`src/rtl/mem_bus_decoder.sv`:
```
//----------------------------------------------------------------------------
// mem_bus_decoder
//
// Sits behind the merged CPU memory port and routes each request to either
// the on-chip RAM or the peripheral region, based on the request address.
// Every request finishes with a single-cycle bus_ready_o pulse. Unmapped
// addresses, requests that assert read and write together, and slaves that
// never answer all finish with bus_err_o set, so the CPU never stalls forever.
//
// Ports
//   clk_i, rst_i              clock, synchronous active-high reset
//   bus_rd_i / bus_wr_i       merged-bus request strobes (held until ready)
//   bus_addr_i                byte address
//   bus_data_i                write data
//   bus_byte_select_i         byte lane enables
//   bus_ready_o               one-cycle completion pulse
//   bus_data_o                read data, valid with bus_ready_o
//   bus_err_o                 error flag, valid with bus_ready_o
//   ram_*                     RAM slave port (offset address, strobes, lanes)
//   periph_*                  peripheral slave port, same contract as RAM
//
// All outputs are registered. The FSM has three states: IDLE samples a
// request, ACCESS holds the slave strobe until ready or timeout, and RESP
// presents the completion pulse for exactly one cycle.
//----------------------------------------------------------------------------
`timescale 1ns/1ps

module mem_bus_decoder #(
  parameter logic [31:0] RAM_BASE         = 32'h0000_0000,
  parameter int unsigned RAM_SIZE_LOG2    = 16,
  parameter logic [31:0] PERIPH_BASE      = 32'h1000_0000,
  parameter int unsigned PERIPH_SIZE_LOG2 = 12,
  parameter int unsigned TIMEOUT_CYCLES   = 255
) (
  input  logic        clk_i,
  input  logic        rst_i,

  input  logic        bus_rd_i,
  input  logic        bus_wr_i,
  input  logic [31:0] bus_addr_i,
  input  logic [31:0] bus_data_i,
  input  logic [3:0]  bus_byte_select_i,
  output logic        bus_ready_o,
  output logic [31:0] bus_data_o,
  output logic        bus_err_o,

  output logic        ram_rd_o,
  output logic        ram_wr_o,
  output logic [31:0] ram_addr_o,
  output logic [31:0] ram_data_o,
  output logic [3:0]  ram_byte_select_o,
  input  logic        ram_ready_i,
  input  logic [31:0] ram_data_i,

  output logic        periph_rd_o,
  output logic        periph_wr_o,
  output logic [31:0] periph_addr_o,
  output logic [31:0] periph_data_o,
  output logic [3:0]  periph_byte_select_o,
  input  logic        periph_ready_i,
  input  logic [31:0] periph_data_i
);

  localparam logic [1:0] ST_IDLE   = 2'd0;
  localparam logic [1:0] ST_ACCESS = 2'd1;
  localparam logic [1:0] ST_RESP   = 2'd2;

  // Offset masks; computed in 64 bits so a full 32-bit region still works.
  localparam logic [31:0] RAM_MASK    = 32'((64'd1 << RAM_SIZE_LOG2) - 64'd1);
  localparam logic [31:0] PERIPH_MASK = 32'((64'd1 << PERIPH_SIZE_LOG2) - 64'd1);

  // Last counter value of the wait window; the access gives up after the
  // strobe has been high for TIMEOUT_CYCLES cycles.
  localparam logic [15:0] TIMEOUT_LAST = 16'(TIMEOUT_CYCLES - 1);

  logic [1:0]  state;
  logic [15:0] timeout_cnt;
  logic        sel_ram;
  logic        is_write;

  logic        req;
  logic        req_illegal;
  logic        ram_hit;
  logic        periph_hit;
  logic        sel_ready;
  logic [31:0] sel_rdata;

  // Address decode and selection of the active slave's response. Regions are
  // aligned, so a region match is a compare of the bits above the offset, and
  // the offset is simply the low bits of the address.
  always_comb begin
    req         = bus_rd_i | bus_wr_i;
    req_illegal = bus_rd_i & bus_wr_i;
    ram_hit     = (bus_addr_i & ~RAM_MASK) == (RAM_BASE & ~RAM_MASK);
    periph_hit  = (bus_addr_i & ~PERIPH_MASK) == (PERIPH_BASE & ~PERIPH_MASK);
    sel_ready   = sel_ram ? ram_ready_i : periph_ready_i;
    sel_rdata   = sel_ram ? ram_data_i  : periph_data_i;
  end

  // Main FSM. Only the selected slave's fields are reloaded when a request is
  // accepted; the other slave keeps its previous (inert) field values while
  // its strobes stay low.
  always_ff @(posedge clk_i) begin
    if (rst_i) begin
      state                <= ST_IDLE;
      timeout_cnt          <= '0;
      sel_ram              <= 1'b0;
      is_write             <= 1'b0;
      bus_ready_o          <= 1'b0;
      bus_data_o           <= '0;
      bus_err_o            <= 1'b0;
      ram_rd_o             <= 1'b0;
      ram_wr_o             <= 1'b0;
      ram_addr_o           <= '0;
      ram_data_o           <= '0;
      ram_byte_select_o    <= '0;
      periph_rd_o          <= 1'b0;
      periph_wr_o          <= 1'b0;
      periph_addr_o        <= '0;
      periph_data_o        <= '0;
      periph_byte_select_o <= '0;
    end else begin
      case (state)
        ST_IDLE: begin
          bus_ready_o <= 1'b0;
          bus_data_o  <= '0;
          bus_err_o   <= 1'b0;
          timeout_cnt <= '0;
          if (req) begin
            if (req_illegal || !(ram_hit || periph_hit)) begin
              // Complete immediately with an error; no slave sees the access.
              bus_ready_o <= 1'b1;
              bus_err_o   <= 1'b1;
              state       <= ST_RESP;
            end else if (ram_hit) begin
              sel_ram           <= 1'b1;
              is_write          <= bus_wr_i;
              ram_rd_o          <= bus_rd_i;
              ram_wr_o          <= bus_wr_i;
              ram_addr_o        <= bus_addr_i & RAM_MASK;
              ram_data_o        <= bus_data_i;
              ram_byte_select_o <= bus_byte_select_i;
              state             <= ST_ACCESS;
            end else begin
              sel_ram              <= 1'b0;
              is_write             <= bus_wr_i;
              periph_rd_o          <= bus_rd_i;
              periph_wr_o          <= bus_wr_i;
              periph_addr_o        <= bus_addr_i & PERIPH_MASK;
              periph_data_o        <= bus_data_i;
              periph_byte_select_o <= bus_byte_select_i;
              state                <= ST_ACCESS;
            end
          end
        end

        ST_ACCESS: begin
          // A ready in the last window cycle still counts as a normal finish.
          if (sel_ready) begin
            ram_rd_o    <= 1'b0;
            ram_wr_o    <= 1'b0;
            periph_rd_o <= 1'b0;
            periph_wr_o <= 1'b0;
            bus_ready_o <= 1'b1;
            bus_err_o   <= 1'b0;
            bus_data_o  <= is_write ? 32'h0 : sel_rdata;
            state       <= ST_RESP;
          end else if (timeout_cnt == TIMEOUT_LAST) begin
            ram_rd_o    <= 1'b0;
            ram_wr_o    <= 1'b0;
            periph_rd_o <= 1'b0;
            periph_wr_o <= 1'b0;
            bus_ready_o <= 1'b1;
            bus_err_o   <= 1'b1;
            bus_data_o  <= '0;
            state       <= ST_RESP;
          end else begin
            timeout_cnt <= timeout_cnt + 16'd1;
          end
        end

        ST_RESP: begin
          // Request inputs are deliberately ignored here: the CPU is still
          // holding the request that just completed.
          bus_ready_o <= 1'b0;
          bus_data_o  <= '0;
          bus_err_o   <= 1'b0;
          timeout_cnt <= '0;
          state       <= ST_IDLE;
        end

        default: begin
          state <= ST_IDLE;
        end
      endcase
    end
  end

endmodule

```
`config.mk`:
```
export PLATFORM = sky130hd
export DESIGN_NAME = mem_bus_decoder
export DESIGN_NICKNAME = d
export VERILOG_FILES = /design/src/rtl/mem_bus_decoder.sv
export SDC_FILE = /design/constraint.sdc
export NUM_CORES = 1
export LEC_CHECK = 0
export BUFFER_PORTS_ARGS = -buffer_cell sky130_fd_sc_hd__clkbuf_2
export CORE_MARGIN = 2
export CORE_UTILIZATION = 50
export DETAILED_ROUTE_END_ITERATION = 8
export PLACE_DENSITY = 0.95
export SLEW_MARGIN = 5
export SYNTH_ARGS = -nofsm -noshare
export SYNTH_HDL_FRONTEND = slang
export SYNTH_SLANG_ARGS = --single-unit
```
`constraint.sdc`:
```
create_clock -name clk_i -period 5.5 [get_ports clk_i]
set_input_delay 1.1 -clock clk_i [delete_from_list [all_inputs] [get_ports clk_i]]
set_output_delay 1.1 -clock clk_i [all_outputs]
set_load 0.01 [all_outputs]
```
==> qor.yml <==
synthesis:
  synth_edf_count: 0
  synthTopCellsByArea: "dfxtp_1, nand2_1, mux2i_1"
  synth_top_cell_by_area: "dfxtp_1"
  yosysSeqAreaShare_pct: 46.29
  syn_avg_cell_area_sq_um: 8.272
  synth_cell_types: 49
  ys_ff_latch: 158
  synthCells: 826
  syn_area_sq_um: 6833
  async_flop_share_pct: 0
  synth_warnings: 0
  synth_flop_cell: "dfxtp_1"
  synth_top_area_share_pct: 46.29
floorplan:
  rows: 42
  coreArea_sq_um: 13300
  die_area_sq_um: 14620
  die_h_microns: 120.9
  start_util_pct: 51.39
  die_w_microns: 120.9
  io-pin-count: 312
detailed_routing:
  dr.pass1.iters: 5
  routed_wirelength_microns: 18670
  wl_per_cell_microns: 14.83
  ant_nets: 0
  route.detailed.drc: 0
  routed_via_density: 5.137
  num_vias: 6468
  drtIter0Drc: 323
global_routing:
  grt_max_degree: 108
  gr-total-overflow: 0
  grt_pass1_vias: 6044
  grt_antenna_before_repair: 1
  grt_usage_pct: 25.03
  grt_first_pass_wirelength_microns: 28930
clock_network:
  cts_tree: "yes"
  cts.clk_slew.worst_paths_ns: 0.06
  postCtsSetupRepairBufs: 0
  cts_hold_buffers: 0
  clock_latency_ns: 0.42
  cts_root_buffer: "clkbuf_16"
  htreeDepth: 4
  clkSinkCount: 158
  cts_buffers: 17
  ctsResizeCount: 0
  clock_path_buffers: 2
run:
  cap_violations: 0
sta:
  hold_ws_ns: 0.4526
  max_freq_mhz: 321.5
  drv_slew: 0
  finalClockSkew_ns: 0.005995
  finalSetupViolations: 0
  tightest_slew_ns: 1.074
  hold_viol_final: 0
  rsz0062_at_grt: "no"
  setup-tns-final_ns: 0
  max_slew_margin_pct: 28.43
  period_needed_ns: 3.110
  period_share_pct: 56.55
worst_hold_path:
  hold_class: "flip-flop to flip-flop"
critical_path:
  worstPathArrival_ns: 3.38
  crit_path_max_fanout: 51
  path_class: "input pin to flip-flop"
  startpoint_type: "input pin"
  cp-endpoint: "periph_wr_o"
  rrSetupSlack_ns: 3.05
  worstRegToRegCells: 7
  cp_slowest_stage_delay_ns: 0.86
  critPathTopFamily: "simple AND/OR/NAND/NOR gates"
  crit_cells: 6
  cp-startpoint: "bus_addr_i[12]"
  crit_buf_inv: 1
  cp.required_ns: 5.77
  end_kind: "flip-flop"
  regToRegEndpoint: "bus_data_o[28]"
  path_cells: "clkbuf_2, nor4_1, nand2_1, or3_2, a21o_1, o2bb2ai_1"
  cp_slowest_cell: "or3_2"
  r2r-start: "state[0]"
final_layout:
  final_cells: 1259
  nNetsFinal: 1214
  layout_commonest_cell: "clkbuf_2"
  layout_common_cells: "clkbuf_2, nand2_1, dfxtp_1"
  final_cell_area_sq_um: 8685
  drive_above_1_share_pct: 29.85
  postLayoutCoreUtil_pct: 65.32
  fill_cells: 1077
  synthToLayoutAreaGrowth_pct: 27.10
pwr:
  p_leak_nw: 3.805
  ir_worst_vdd_mv: 0.2289
  power_density_nw_per_um2: 292.2
placement:
  postPlaceCellArea_sq_um: 8069
  portBuffers: 275
  place_inst: 1227
  post-dp-hpwl_microns: 13510
  gp_congestion: 0.8536
status:
  status: "complete, no violations"
-- synthesized netlist by cell type, types with 2 or more instances --
cell type  count
a21oi_1      111
a311oi_1       2
and2_1         3
buf_2         20
buf_4         39
buf_6          5
clkbuf_1      25
dfxtp_1      158
ha_1           6
inv_1          8
mux2i_1       65
nand2_1      210
nand2b_1       3
nand3_1        5
nand4_1        6
nor2_1        85
nor2b_1        3
nor3_1         8
nor3b_1        2
nor4_1         4
o211ai_1       5
o21ai_0        6
o2bb2ai_1      2
o31ai_1        2
o32ai_1        2
or3_1          5
or4_1          6
xnor2_1        2
xor2_1         8
-- cells by family (layout without fill, tap and decap cells) --
family	count (synthesis)	count (layout)	synth area share, %
fa+ha+maj	6	6	1.099
mux	66	66	9.852
buf+inv	99	320	8.497
xor+xnor	10	10	1.282
flops	158	158	46.29
simple gates	348	348	21.57
compound gates	138	138	11.35
other cells	1	37	0.05488
-- tightest hold or removal path: cells and delay by family, from the launching register on --
family | cells | cell delay (ns)
AOI/OAI and AO/OA | 1 | 0.05
DFF | 1 | 0.30
and+or+nand+nor | 1 | 0.05
-- metal layers --
layer	routed length [microns]	global-route usage (%)	part of all wire, %	vias up
met5	0	0	0	-
met4	532	11.26	2.8	0
li1	-	-	-	3161
met1	6713	26.72	36	2968
met3	1796	8.929	9.6	39
met2	9625	44.10	52	300
-- power by group --
part | switching, mW | internal (mW) | leakage, nW
Sequential | 0.00442 | 1.15 | 1.27
Clock | 0.450 | 0.768 | 0.304
Combinational | 0.0952 | 0.0676 | 2.23
-- per-stage QoR --
| step | total power, mW | setup WS [ns] |
|---|---|---|
| 4_1_cts | 2.558 | 2.469 |
| 2_1_floorplan | 1.286 | 2.940 |
| 5_1_grt | 2.621 | 2.284 |
| 6_report | 2.538 | 2.390 |
| 3_3_place_gp | 1.338 | 2.126 |
| 3_5_place_dp | 1.343 | 2.046 |
-- flip-flops by register name, summed over array words and instances (netlist names) --
name and count:
ram_byte_select_o 4, periph_data_o 32, periph_rd_o 1, periph_addr_o 12, periph_wr_o 1, is_write 1
ram_data_o 32, ram_rd_o 1, ram_addr_o 16, bus_ready_o 1, timeout_cnt 16, periph_byte_select_o 4
state 2, bus_data_o 32, bus_err_o 1, sel_ram 1, ram_wr_o 1
-- layout make-up --
class | instances | area (sq um) | area share, %
diodes | 1 | 2.502 | 0.02881
multi-input cells | 604 | 3234 | 37.24
well taps | 176 | 220.2 | 2.536
clock inverters | 11 | 166.4 | 1.916
inverters | 9 | 33.78 | 0.3890
clock buffers | 20 | 446.7 | 5.143
repair buffers | 280 | 1416 | 16.31
flip-flops and latches | 158 | 3164 | 36.44
-- worst min path at each step --
| stage | start | endpoint | slack, ns | cells after the start |
|---|---|---|---|---|
| 2_1_floorplan | is_write | is_write | 0.45 | 2 |
| 4_1_cts | ram_addr_o[15] | ram_addr_o[15] | 0.45 | 2 |
| 3_3_place_gp | ram_data_o[12] | ram_data_o[12] | 0.44 | 2 |
| 5_1_grt | periph_addr_o[8] | periph_addr_o[8] | 0.47 | 2 |
| 6_report | periph_byte_select_o[1] | periph_byte_select_o[1] | 0.45 | 2 |
| 3_5_place_dp | periph_byte_select_o[1] | periph_byte_select_o[1] | 0.45 | 2 |
No activity file was read; power rests on OpenSTA's default activity.
